### config.mk
export PLATFORM = sky130hd
export DESIGN_NAME = hls_uint16_to_fp17_chn_o_pipe_flat
export DESIGN_NICKNAME = d
export VERILOG_FILES = /design/src/rtl/hls_uint16_to_fp17_pkg.sv /design/src/rtl/hls_uint16_to_fp17_chn_o_pipe_if.sv /design/src/rtl/hls_uint16_to_fp17_chn_o_mem.sv /design/src/rtl/hls_uint16_to_fp17_chn_o_pipe.sv /design/src/flat_wrapper.sv
export SDC_FILE = /design/constraint.sdc
export NUM_CORES = 1
export LEC_CHECK = 0
export BUFFER_PORTS_ARGS = -buffer_cell sky130_fd_sc_hd__buf_2
export CAP_MARGIN = 20
export CORE_MARGIN = 1
export CORE_UTILIZATION = 40
export CTS_CLUSTER_SIZE = 12
export DETAILED_ROUTE_END_ITERATION = 10
export PLACE_DENSITY = 0.66
export SLEW_MARGIN = 40
export SYNTH_ARGS = -nofsm -noshare
export SYNTH_HDL_FRONTEND = slang
export SYNTH_SLANG_ARGS = --single-unit
### constraint.sdc
create_clock -name nvdla_core_clk -period 2.5 [get_ports nvdla_core_clk]
set_clock_uncertainty 0.1 [all_clocks]
set_input_delay 0.125 -clock nvdla_core_clk [delete_from_list [all_inputs] [get_ports nvdla_core_clk]]
set_output_delay 0.125 -clock nvdla_core_clk [all_outputs]
set_load 0.02 [all_outputs]
### src/rtl/hls_uint16_to_fp17_pkg.sv
`default_nettype none
// ============================================================================
// hls_uint16_to_fp17_pkg : shared widths and occupancy encoding for chn_o pipe
// Revision 1.0
// ============================================================================
package hls_uint16_to_fp17_pkg;

  localparam int DW_DEFAULT    = 17;
  localparam int DEPTH_DEFAULT = 2;

  typedef enum logic [1:0] {
    OCC_EMPTY = 2'd0,
    OCC_PART  = 2'd1,
    OCC_FULL  = 2'd2
  } occ_e;

  // Occupancy counter must hold the value DEPTH itself, hence the extra bit.
  function automatic int cnt_width(input int depth);
    return $clog2(depth) + 1;
  endfunction

  localparam int CNT_W_DEFAULT = cnt_width(DEPTH_DEFAULT);

endpackage
`default_nettype wire

### src/rtl/hls_uint16_to_fp17_chn_o_pipe_if.sv
`default_nettype none
// ============================================================================
// hls_uint16_to_fp17_chn_o_pipe_if : core-side write and downstream valid/ready
// Revision 1.0
// ============================================================================
interface hls_uint16_to_fp17_chn_o_pipe_if
  import hls_uint16_to_fp17_pkg::*;
#(
  parameter int DW = DW_DEFAULT,
  parameter int CW = CNT_W_DEFAULT
) ();

  logic          chn_o_rsci_ivld;
  logic [DW-1:0] chn_o_rsci_idat;
  logic          chn_o_rsci_vd;
  logic [DW-1:0] chn_o_pd;
  logic          chn_o_pvld;
  logic          chn_o_prdy;
  logic [CW-1:0] chn_o_cnt;
  logic          chn_o_ovf_err;

  modport master (
    output chn_o_rsci_ivld, chn_o_rsci_idat, chn_o_prdy,
    input  chn_o_rsci_vd, chn_o_pd, chn_o_pvld, chn_o_cnt, chn_o_ovf_err
  );

  modport slave (
    input  chn_o_rsci_ivld, chn_o_rsci_idat, chn_o_prdy,
    output chn_o_rsci_vd, chn_o_pd, chn_o_pvld, chn_o_cnt, chn_o_ovf_err
  );

endinterface
`default_nettype wire

### src/rtl/hls_uint16_to_fp17_chn_o_mem.sv
`default_nettype none
// ============================================================================
// hls_uint16_to_fp17_chn_o_mem : DEPTH x DW register array, 1 write, 1 async read
// Revision 1.0
// ============================================================================
module hls_uint16_to_fp17_chn_o_mem #(
  parameter int DW    = 17,
  parameter int DEPTH = 2,
  parameter int PW    = $clog2(DEPTH)
) (
  input  logic          clk_i,
  input  logic          we_i,
  input  logic [PW-1:0] waddr_i,
  input  logic [DW-1:0] wdata_i,
  input  logic [PW-1:0] raddr_i,
  output logic [DW-1:0] rdata_o
);

  // Contents are intentionally left unreset; validity is tracked by the counter.
  logic [DW-1:0] mem_q [DEPTH];

  always_ff @(posedge clk_i) begin
    if (we_i) begin
      mem_q[waddr_i] <= wdata_i;
    end
  end

  assign rdata_o = mem_q[raddr_i];

endmodule
`default_nettype wire

### src/rtl/hls_uint16_to_fp17_chn_o_pipe.sv
`default_nettype none
// ============================================================================
// hls_uint16_to_fp17_chn_o_pipe : fp17 output skid FIFO with sticky overflow flag
// Revision 1.0
// ============================================================================
module hls_uint16_to_fp17_chn_o_pipe
  import hls_uint16_to_fp17_pkg::*;
#(
  parameter int DW    = DW_DEFAULT,
  parameter int DEPTH = DEPTH_DEFAULT
) (
  input  logic                          nvdla_core_clk,
  input  logic                          nvdla_core_rstn,
  hls_uint16_to_fp17_chn_o_pipe_if.slave chn_o
);

  localparam int PW = $clog2(DEPTH);
  localparam int CW = cnt_width(DEPTH);
  localparam logic [CW-1:0] c_cnt_full = CW'(DEPTH);
  localparam logic [PW-1:0] c_ptr_last = PW'(DEPTH - 1);

  logic [CW-1:0] cnt_q, cnt_d;
  logic [PW-1:0] wr_ptr_q, wr_ptr_d;
  logic [PW-1:0] rd_ptr_q, rd_ptr_d;
  logic          ovf_err_q, ovf_err_d;
  occ_e          w_occ;
  logic          w_vd, w_pvld, w_push, w_pop;
  logic [DW-1:0] w_rdata;

  function automatic logic [PW-1:0] ptr_inc(input logic [PW-1:0] p);
    return (p == c_ptr_last) ? '0 : p + 1'b1;
  endfunction

  // Both handshake flags come straight from cnt_q so vd has no path from prdy.
  assign w_vd   = (cnt_q != c_cnt_full);
  assign w_pvld = (cnt_q != '0);
  assign w_push = chn_o.chn_o_rsci_ivld && w_vd;
  assign w_pop  = w_pvld && chn_o.chn_o_prdy;

  always_comb begin
    w_occ = OCC_PART;
    if (cnt_q == '0) begin
      w_occ = OCC_EMPTY;
    end else if (cnt_q == c_cnt_full) begin
      w_occ = OCC_FULL;
    end
  end

  always_comb begin
    cnt_d     = cnt_q;
    wr_ptr_d  = wr_ptr_q;
    rd_ptr_d  = rd_ptr_q;
    ovf_err_d = ovf_err_q | (chn_o.chn_o_rsci_ivld & ~w_vd);
    case (w_occ)
      OCC_EMPTY: if (w_push) cnt_d = cnt_q + 1'b1;
      OCC_PART: begin
        if (w_push && !w_pop) begin
          cnt_d = cnt_q + 1'b1;
        end else if (w_pop && !w_push) begin
          cnt_d = cnt_q - 1'b1;
        end
      end
      OCC_FULL:  if (w_pop) cnt_d = cnt_q - 1'b1;
      default:   cnt_d = cnt_q;
    endcase
    if (w_push) wr_ptr_d = ptr_inc(wr_ptr_q);
    if (w_pop)  rd_ptr_d = ptr_inc(rd_ptr_q);
  end

  always_ff @(posedge nvdla_core_clk or negedge nvdla_core_rstn) begin
    if (!nvdla_core_rstn) begin
      cnt_q     <= '0;
      wr_ptr_q  <= '0;
      rd_ptr_q  <= '0;
      ovf_err_q <= 1'b0;
    end else begin
      cnt_q     <= cnt_d;
      wr_ptr_q  <= wr_ptr_d;
      rd_ptr_q  <= rd_ptr_d;
      ovf_err_q <= ovf_err_d;
    end
  end

  hls_uint16_to_fp17_chn_o_mem #(
    .DW    (DW),
    .DEPTH (DEPTH),
    .PW    (PW)
  ) u_mem (
    .clk_i   (nvdla_core_clk),
    .we_i    (w_push),
    .waddr_i (wr_ptr_q),
    .wdata_i (chn_o.chn_o_rsci_idat),
    .raddr_i (rd_ptr_q),
    .rdata_o (w_rdata)
  );

  assign chn_o.chn_o_rsci_vd = w_vd;
  assign chn_o.chn_o_pvld    = w_pvld;
  assign chn_o.chn_o_pd      = w_rdata;
  assign chn_o.chn_o_cnt     = cnt_q;
  assign chn_o.chn_o_ovf_err = ovf_err_q;

endmodule
`default_nettype wire

### src/flat_wrapper.sv
// flat-port wrapper written by rule: the top's interface ports become plain ports
module hls_uint16_to_fp17_chn_o_pipe_flat import hls_uint16_to_fp17_pkg::*;
#(
  parameter int DW    = DW_DEFAULT,
  parameter int DEPTH = DEPTH_DEFAULT
)
  (nvdla_core_clk, nvdla_core_rstn, chn_o_chn_o_rsci_ivld, chn_o_chn_o_rsci_idat, chn_o_chn_o_prdy, chn_o_chn_o_rsci_vd, chn_o_chn_o_pd, chn_o_chn_o_pvld, chn_o_chn_o_cnt, chn_o_chn_o_ovf_err);
  hls_uint16_to_fp17_chn_o_pipe_if #(.DW(DW), .CW((CNT_W_DEFAULT))) chn_o_i ();
  input  logic nvdla_core_clk;
  input  logic nvdla_core_rstn;
  input wire logic [$bits(chn_o_i.chn_o_rsci_ivld)-1:0] chn_o_chn_o_rsci_ivld;
  input wire logic [$bits(chn_o_i.chn_o_rsci_idat)-1:0] chn_o_chn_o_rsci_idat;
  input wire logic [$bits(chn_o_i.chn_o_prdy)-1:0] chn_o_chn_o_prdy;
  output wire logic [$bits(chn_o_i.chn_o_rsci_vd)-1:0] chn_o_chn_o_rsci_vd;
  output wire logic [$bits(chn_o_i.chn_o_pd)-1:0] chn_o_chn_o_pd;
  output wire logic [$bits(chn_o_i.chn_o_pvld)-1:0] chn_o_chn_o_pvld;
  output wire logic [$bits(chn_o_i.chn_o_cnt)-1:0] chn_o_chn_o_cnt;
  output wire logic [$bits(chn_o_i.chn_o_ovf_err)-1:0] chn_o_chn_o_ovf_err;
  assign chn_o_i.chn_o_rsci_ivld = chn_o_chn_o_rsci_ivld;
  assign chn_o_i.chn_o_rsci_idat = chn_o_chn_o_rsci_idat;
  assign chn_o_i.chn_o_prdy = chn_o_chn_o_prdy;
  assign chn_o_chn_o_rsci_vd = chn_o_i.chn_o_rsci_vd;
  assign chn_o_chn_o_pd = chn_o_i.chn_o_pd;
  assign chn_o_chn_o_pvld = chn_o_i.chn_o_pvld;
  assign chn_o_chn_o_cnt = chn_o_i.chn_o_cnt;
  assign chn_o_chn_o_ovf_err = chn_o_i.chn_o_ovf_err;
  hls_uint16_to_fp17_chn_o_pipe #(.DW(DW), .DEPTH(DEPTH)) u_core (.nvdla_core_clk(nvdla_core_clk), .nvdla_core_rstn(nvdla_core_rstn), .chn_o(chn_o_i));
endmodule
# [After elaboration in Yosys (flattened, before gate mapping)]
# Memory sizes are Yosys's and may differ from the RTL's.
# Index checks and enable logic that the tools add are counted.
[classes] addsub=4 n_eq_ne=7 muxes=11 bitwise=3 reduce_logical=11
[op_table] op="2-bit two-way mux" count=6
[op_table] op="2-bit case mux with 3 select lines" count=1
[op_table] op="2-bit equality test (second input constant)" count=2
[op_table] op="1-bit logical AND" count=4
[op_table] op="2-bit zero test" count=2
[op_table] op="1-bit two-way mux" count=4
[op_table] op="2-bit by 1-bit inequality test with 1-bit output (second input constant)" count=2
[op_table] op="4-bit AND reduction" count=1
[op_table] op="3-bit by 1-bit inequality test with 1-bit output (second input constant)" count=1
[op_table] op="3-bit nonzero test" count=1
[op_table] op="1-bit adder (second input constant)" count=2
[op_table] op="2-bit by 1-bit adder with 2-bit output (second input constant)" count=1
[op_table] op="2-bit by 1-bit equality test with 1-bit output (second input constant)" count=1
[op_table] op="1-bit zero test" count=2
[op_table] op="2-bit inequality test (second input constant)" count=1
[op_table] op="2-bit nonzero test" count=1
[op_table] op="2-bit by 1-bit subtractor with 2-bit output (second input constant)" count=1
[op_table] op="1-bit AND" count=1
[op_table] op="1-bit inverter" count=1
[op_table] op="1-bit bitwise OR" count=1
[totals] ff_bits=5 ram_bits=34 inputBits=21 output_inout_bits=22 word_cells=41 memories=1
[mem_list] memory="u_core.u_mem.mem_q" depth=2 width=17 read_ports=1 rd_clocked_by_memory_dff=0 write_ports=1 line_no="hls_uint16_to_fp17_chn_o_mem.sv:20" text="logic [DW-1:0] mem_q [DEPTH];"

# [Depth between registers and ports, before layout]
[logic_depth] word_depth=7 depth_mapped=6 ltp_nobuf=6

# [Hierarchy]
# From an unflattened synthesis, not the netlist that was laid out.
[hier_totals] hier_cells=82 area_unflattened_um2=1586.5
[by_module_without_submodules] mod="hls_uint16_to_fp17_chn_o_mem" instances=1 cells_each=55 area_per_inst_um2=1293.7 seq_area_each_um2=1021.0
[by_module_without_submodules] mod="hls_uint16_to_fp17_chn_o_pipe" instances=1 cells_each=27 area_per_inst_um2=292.8 seq_area_each_um2=125.1

# [Least setup slack after synthesis]
# OpenSTA, ideal clock, no wires.
[synth_path] kind="reg-to-reg" from="register u_core.cnt_q[0], in the netlist u_core.chn_o.chn_o_cnt[0]" to="memory u_core.u_mem.mem_q[0][0], enable pin" setup_ns=0.390 arrival_time_ns=1.781 required_ns=2.010 path_slack_ns=0.228 path_stages_with_launch=5 path_buffers=0 period_less_slack_ns=2.272 path_cell_list="dfrtp_1 inv_1 ha_1 nand2b_1 nor2_1"
[synth_via] elab_chain_len=4
[synth_lines] item="start, declared" line_no="hls_uint16_to_fp17_chn_o_pipe.sv:22" text="logic [CW-1:0] cnt_q, cnt_d;"
[synth_lines] item="start signal, assigned" line_no="hls_uint16_to_fp17_chn_o_pipe.sv:77" text="cnt_q <= cnt_d;"
[synth_lines] item="2-bit inequality test" line_no="hls_uint16_to_fp17_chn_o_pipe.sv:35" text="assign w_vd = (cnt_q != c_cnt_full);"
[synth_lines] item="1-bit logical AND" line_no="hls_uint16_to_fp17_chn_o_pipe.sv:37" text="assign w_push = chn_o.chn_o_rsci_ivld && w_vd;"
[synth_lines] item="1-bit two-way mux" line_no="hls_uint16_to_fp17_chn_o_mem.sv:23" text="if (we_i) begin"
[synth_lines] item="1-bit two-way mux (implied by the code)" line_no="hls_uint16_to_fp17_chn_o_mem.sv:24" text="mem_q[waddr_i] <= wdata_i;"
[synth_lines] item="end, declared" line_no="hls_uint16_to_fp17_chn_o_mem.sv:20"
# No other way between the ends.

# [Final worst setup path]
[layout_path] from="register u_core.cnt_q[0], in the netlist u_core.chn_o.chn_o_cnt[0]" to="register u_core.cnt_q[0], in the netlist u_core.chn_o.chn_o_cnt[0]"
[layout_via] elab_chain_len=6 word_cells_on_any_way=27 cone_classes="add/sub (2); eq/ne (7); mux (7); reduce/logical (11)"
[layout_lines] item="2-bit equality test (tied with other cells)" line_no="hls_uint16_to_fp17_chn_o_pipe.sv:44" text="end else if (cnt_q == c_cnt_full) begin"
[layout_lines] item="2-bit two-way mux (tied with other cells)" line_no="hls_uint16_to_fp17_chn_o_pipe.sv:44"
[layout_lines] item="2-bit two-way mux (tied with other cells)" line_no="hls_uint16_to_fp17_chn_o_pipe.sv:42" text="if (cnt_q == '0) begin"
[layout_lines] item="2-bit by 1-bit equality test with 1-bit output (tied with other cells)" line_no="hls_uint16_to_fp17_chn_o_pipe.sv:54" text="case (w_occ)"
[layout_lines] item="3-bit by 1-bit inequality test with 1-bit output (no line) (tied with other cells)"
[layout_lines] item="4-bit AND reduction (no line) or 2-bit case mux with 3 select lines (tied branches)"
# Several ways; a longest one is shown, not always the timed one. The select of a mux whose other input is x is not followed.
# A chain may end at the register's enable or synchronous reset.

==> results.md <==
- Initial antenna violation count: 0
- Rows: 22
- Vias: 965
- FF+latch count, synth: 39
- Synth Warn #: 0
- Slew Limit Fails: 0
- Die height: 64 um
- Clock transition at path regs: 0.07 ns
- Maximum buffer depth of the clock tree: 2
- Crit path max-delay family: compound AO/OA/AOI/OAI gates
- Gpl congestion: 0.756
- Worst setup EP type: register
- Detailed Routing Iterations Pass 1: 4
- Static Leakage: 0.000822 uW
- Total core area: 3660 um2
- Worst-path maximum fanout: 5
- Outcome: finished clean
- Hold path startpoint: chn_o_chn_o_rsci_ivld
- RSZ-0062 raised after global routing: no
- DP HPWL: 1730 um
- H-tree levels: 2
- CTS tree: built
- Final worst-path cycle share: 0.840
- CP Depth: 6
- Diodes inserted: 0
- Maxcap violations: 0
- Power Density: 1090 nW/um2
- Setup Total Neg Slack: 0 ns
- Hold Vio Cnt, Final: 0
- CTS sink cnt: 39
- Maximum clock rate: 0.476 GHz
- Crit path cell chain: inv_1, ha_1, nand2b_1, a222oi_1, o211ai_1, o21ai_0
- Routed len/inst: 13.3 um
- Total die area: 4100 um2
- Routed Antenna Nets: 0
- Gr ovfl total: 0
- Reg2Reg Setup Slack: 0.40 ns
- CTS buffer count: 5
- Setup Viol. Count Final: 0
- CTS resizes: 0
- DRC: 0
- Layout area overhead: 35.1%
- Sequential fraction of the synthesis area: 0.745
- Largest net degree at the start of global routing: 19
- Worst-skew pair later-pin latency: 0.28 ns
- Cells after Synth: 87
- Layout cell share with drive strength beyond 1: 0.445
- Syn_area_per_cell: 17.7 um2
- Mapped cell area: 1540 um2
- Synth unique cells: 18
- Hold Path Class: input port to register
- VDD IR max: 0.544 mV
- First DRT Iteration DRCs: 31
- R2r endpoint: u_core.chn_o.chn_o_cnt[0]$_DFFE_PN0P_
- GR Util All Layers: 0.143
- Synth Net Count: 112
- DP Cell Count: 177
- Final wirelength: 2700 um
- Vias in the first global route: 960
- Port Buffers: 42
- Hold depth: 2
- Crit start category: register
- First-pass GRT wire length: 4260 um
- Worst Path Buf+Inv: 1
- Final critical-path required period: 2.10 ns
- Io pins: 43
- Initial Util: 0.420
- Reg-to-Reg Start: u_core.chn_o.chn_o_cnt[0]$_DFFE_PN0P_
- Slew @ Worst Pin: 0.791 ns
- Clock root buffer: clkbuf_8
- Final net count: 179
- Die Span X: 64 um
- Slew HR: 0.473
- R2R depth: 6
- CP Class: register to register
- Crit path required time: 2.60 ns
- Worst path max stage delay: 0.64 ns
- Post-route insts no fill: 203
- Vias per std cell: 4.75
- Slowest CP cell: a222oi_1
- WP data arrival: 2.20 ns
- Hold Crit Endpoint: u_core.chn_o.chn_o_ovf_err$_DFF_PN0_
-- worst max-delay path by stage --
stage                                     startpoint                                    end  slack [ns]
3_5_place_dp   u_core.chn_o.chn_o_cnt[0]$_DFFE_PN0P_  u_core.chn_o.chn_o_cnt[0]$_DFFE_PN0P_        0.48
3_3_place_gp   u_core.chn_o.chn_o_cnt[0]$_DFFE_PN0P_     u_core.u_mem.mem_q[0][3]$_DFFE_PP_        0.61
4_1_cts        u_core.chn_o.chn_o_cnt[0]$_DFFE_PN0P_  u_core.chn_o.chn_o_cnt[0]$_DFFE_PN0P_        0.44
5_1_grt        u_core.chn_o.chn_o_cnt[0]$_DFFE_PN0P_  u_core.chn_o.chn_o_cnt[0]$_DFFE_PN0P_        0.27
2_1_floorplan  u_core.chn_o.chn_o_cnt[0]$_DFFE_PN0P_     u_core.u_mem.mem_q[0][0]$_DFFE_PP_        0.23
6_report       u_core.chn_o.chn_o_cnt[0]$_DFFE_PN0P_  u_core.chn_o.chn_o_cnt[0]$_DFFE_PN0P_        0.40
-- through the flow --
stage	power, uW	cell area, um2	setup slack, ns	util	hold slack [ns]
6_report	2270	2080	0.401	0.567	0.0328
5_1_grt	2390	2080	0.272	0.567	0.0380
4_1_cts	2290	2080	0.440	0.567	0.0163
3_5_place_dp	1860	1820	0.482	0.496	-0.147
3_3_place_gp	1850	1820	0.609	0.496	-0.149
2_1_floorplan	1600	1540	0.228	-	-0.271
-- synthesized netlist by cell type --
cell      number  area [um2]
inv_1          5        18.8
buf_2          2        10.0
dfrtp_1        5         125
or2b_1         1        7.51
nand2b_1       1        6.26
and3_1         1        6.26
nand2_1        2        7.51
o211ai_1       1        7.51
ha_1           4        50.1
mux2_2        17         191
o21ai_0        3        15.0
nor2_1         4        15.0
a31oi_1        1        6.26
xnor2_1        3        26.3
a222oi_1       1        10.0
edfxtp_1      34        1020
a21oi_1        1        5.00
a21o_2         1        8.76
-- repair_timing --
| action | CTS | global route |
|---|---|---|
| hold buffers | 18 | 0 |
| hold endpoints to repair | 39 | 0 |
| buffers inserted | 0 | 0 |
-- logic make-up (layout without fill, tap and decap cells) --
logic type,after synthesis,count (layout),share of synthesized area
muxes,17,17,0.124
adders and majority gates,4,4,0.0325
AOI/OAI and AO/OA,8,8,0.0342
buffers and inverters,7,75,0.0187
DFF,39,39,0.745
xor gates and xnor gates,3,3,0.0171
and+or+nand+nor,9,9,0.0277
-- routing by layer --
metal / track usage / up-vias / routed length (um)
met3: 0.0411 / 5 / 153
met4: 0.0824 / 0 / 48
met2: 0.241 / 38 / 1370
li1: - / 457 / -
met1: 0.160 / 465 / 1130
met5: 0 / - / 0
-- state kept, by name (all words and copies together), names as in the netlist --
signal / flops
u_core.chn_o.chn_o_ovf_err: 1
u_core.wr_ptr_q: 1
u_core.chn_o.chn_o_cnt: 2
u_core.u_mem.mem_q: 34
u_core.rd_ptr_q: 1
-- power by group --
group	internal (uW)	switching, uW	leakage [uW]
clock	196	198	0.0000422
combinational	374	500	0.000410
sequential	888	110	0.000370
-- worst reg2reg max path: cells and delay by family, from the launching register on --
kind	cells	cell delay, ns
compound gates	3	0.96
flops	1	0.37
fa+ha+maj	1	0.26
simple gates	1	0.22
buf+inv	1	0.10
-- area by class of cell --
cell class,instances,area [um2]
clock buffer,7,76.3
clock inverter,1,5.00
fill,305,1580
inverter,5,18.8
multi-input combinational,41,365
sequential,39,1150
tap,48,60.1
timing repair buffer,62,405
-- placed cells by master (no fill, tap or decap) --
master and n:
clkinv_2 1, nand2b_1 1, o211ai_1 1, buf_4 2, nor2_1 3, or2b_1 1
a21oi_1 1, and3_1 1, nand2_1 2, xnor2_1 3, dfrtp_1 5, clkbuf_1 2
a222oi_1 1, o21ai_0 3, inv_1 5, a31oi_1 1, dlygate4sd3_1 18, a21o_2 1
clkbuf_8 5, mux2_2 17, buf_2 42, nor2_2 1, edfxtp_1 34, ha_1 4
Power figures use the tool's default switching activity.
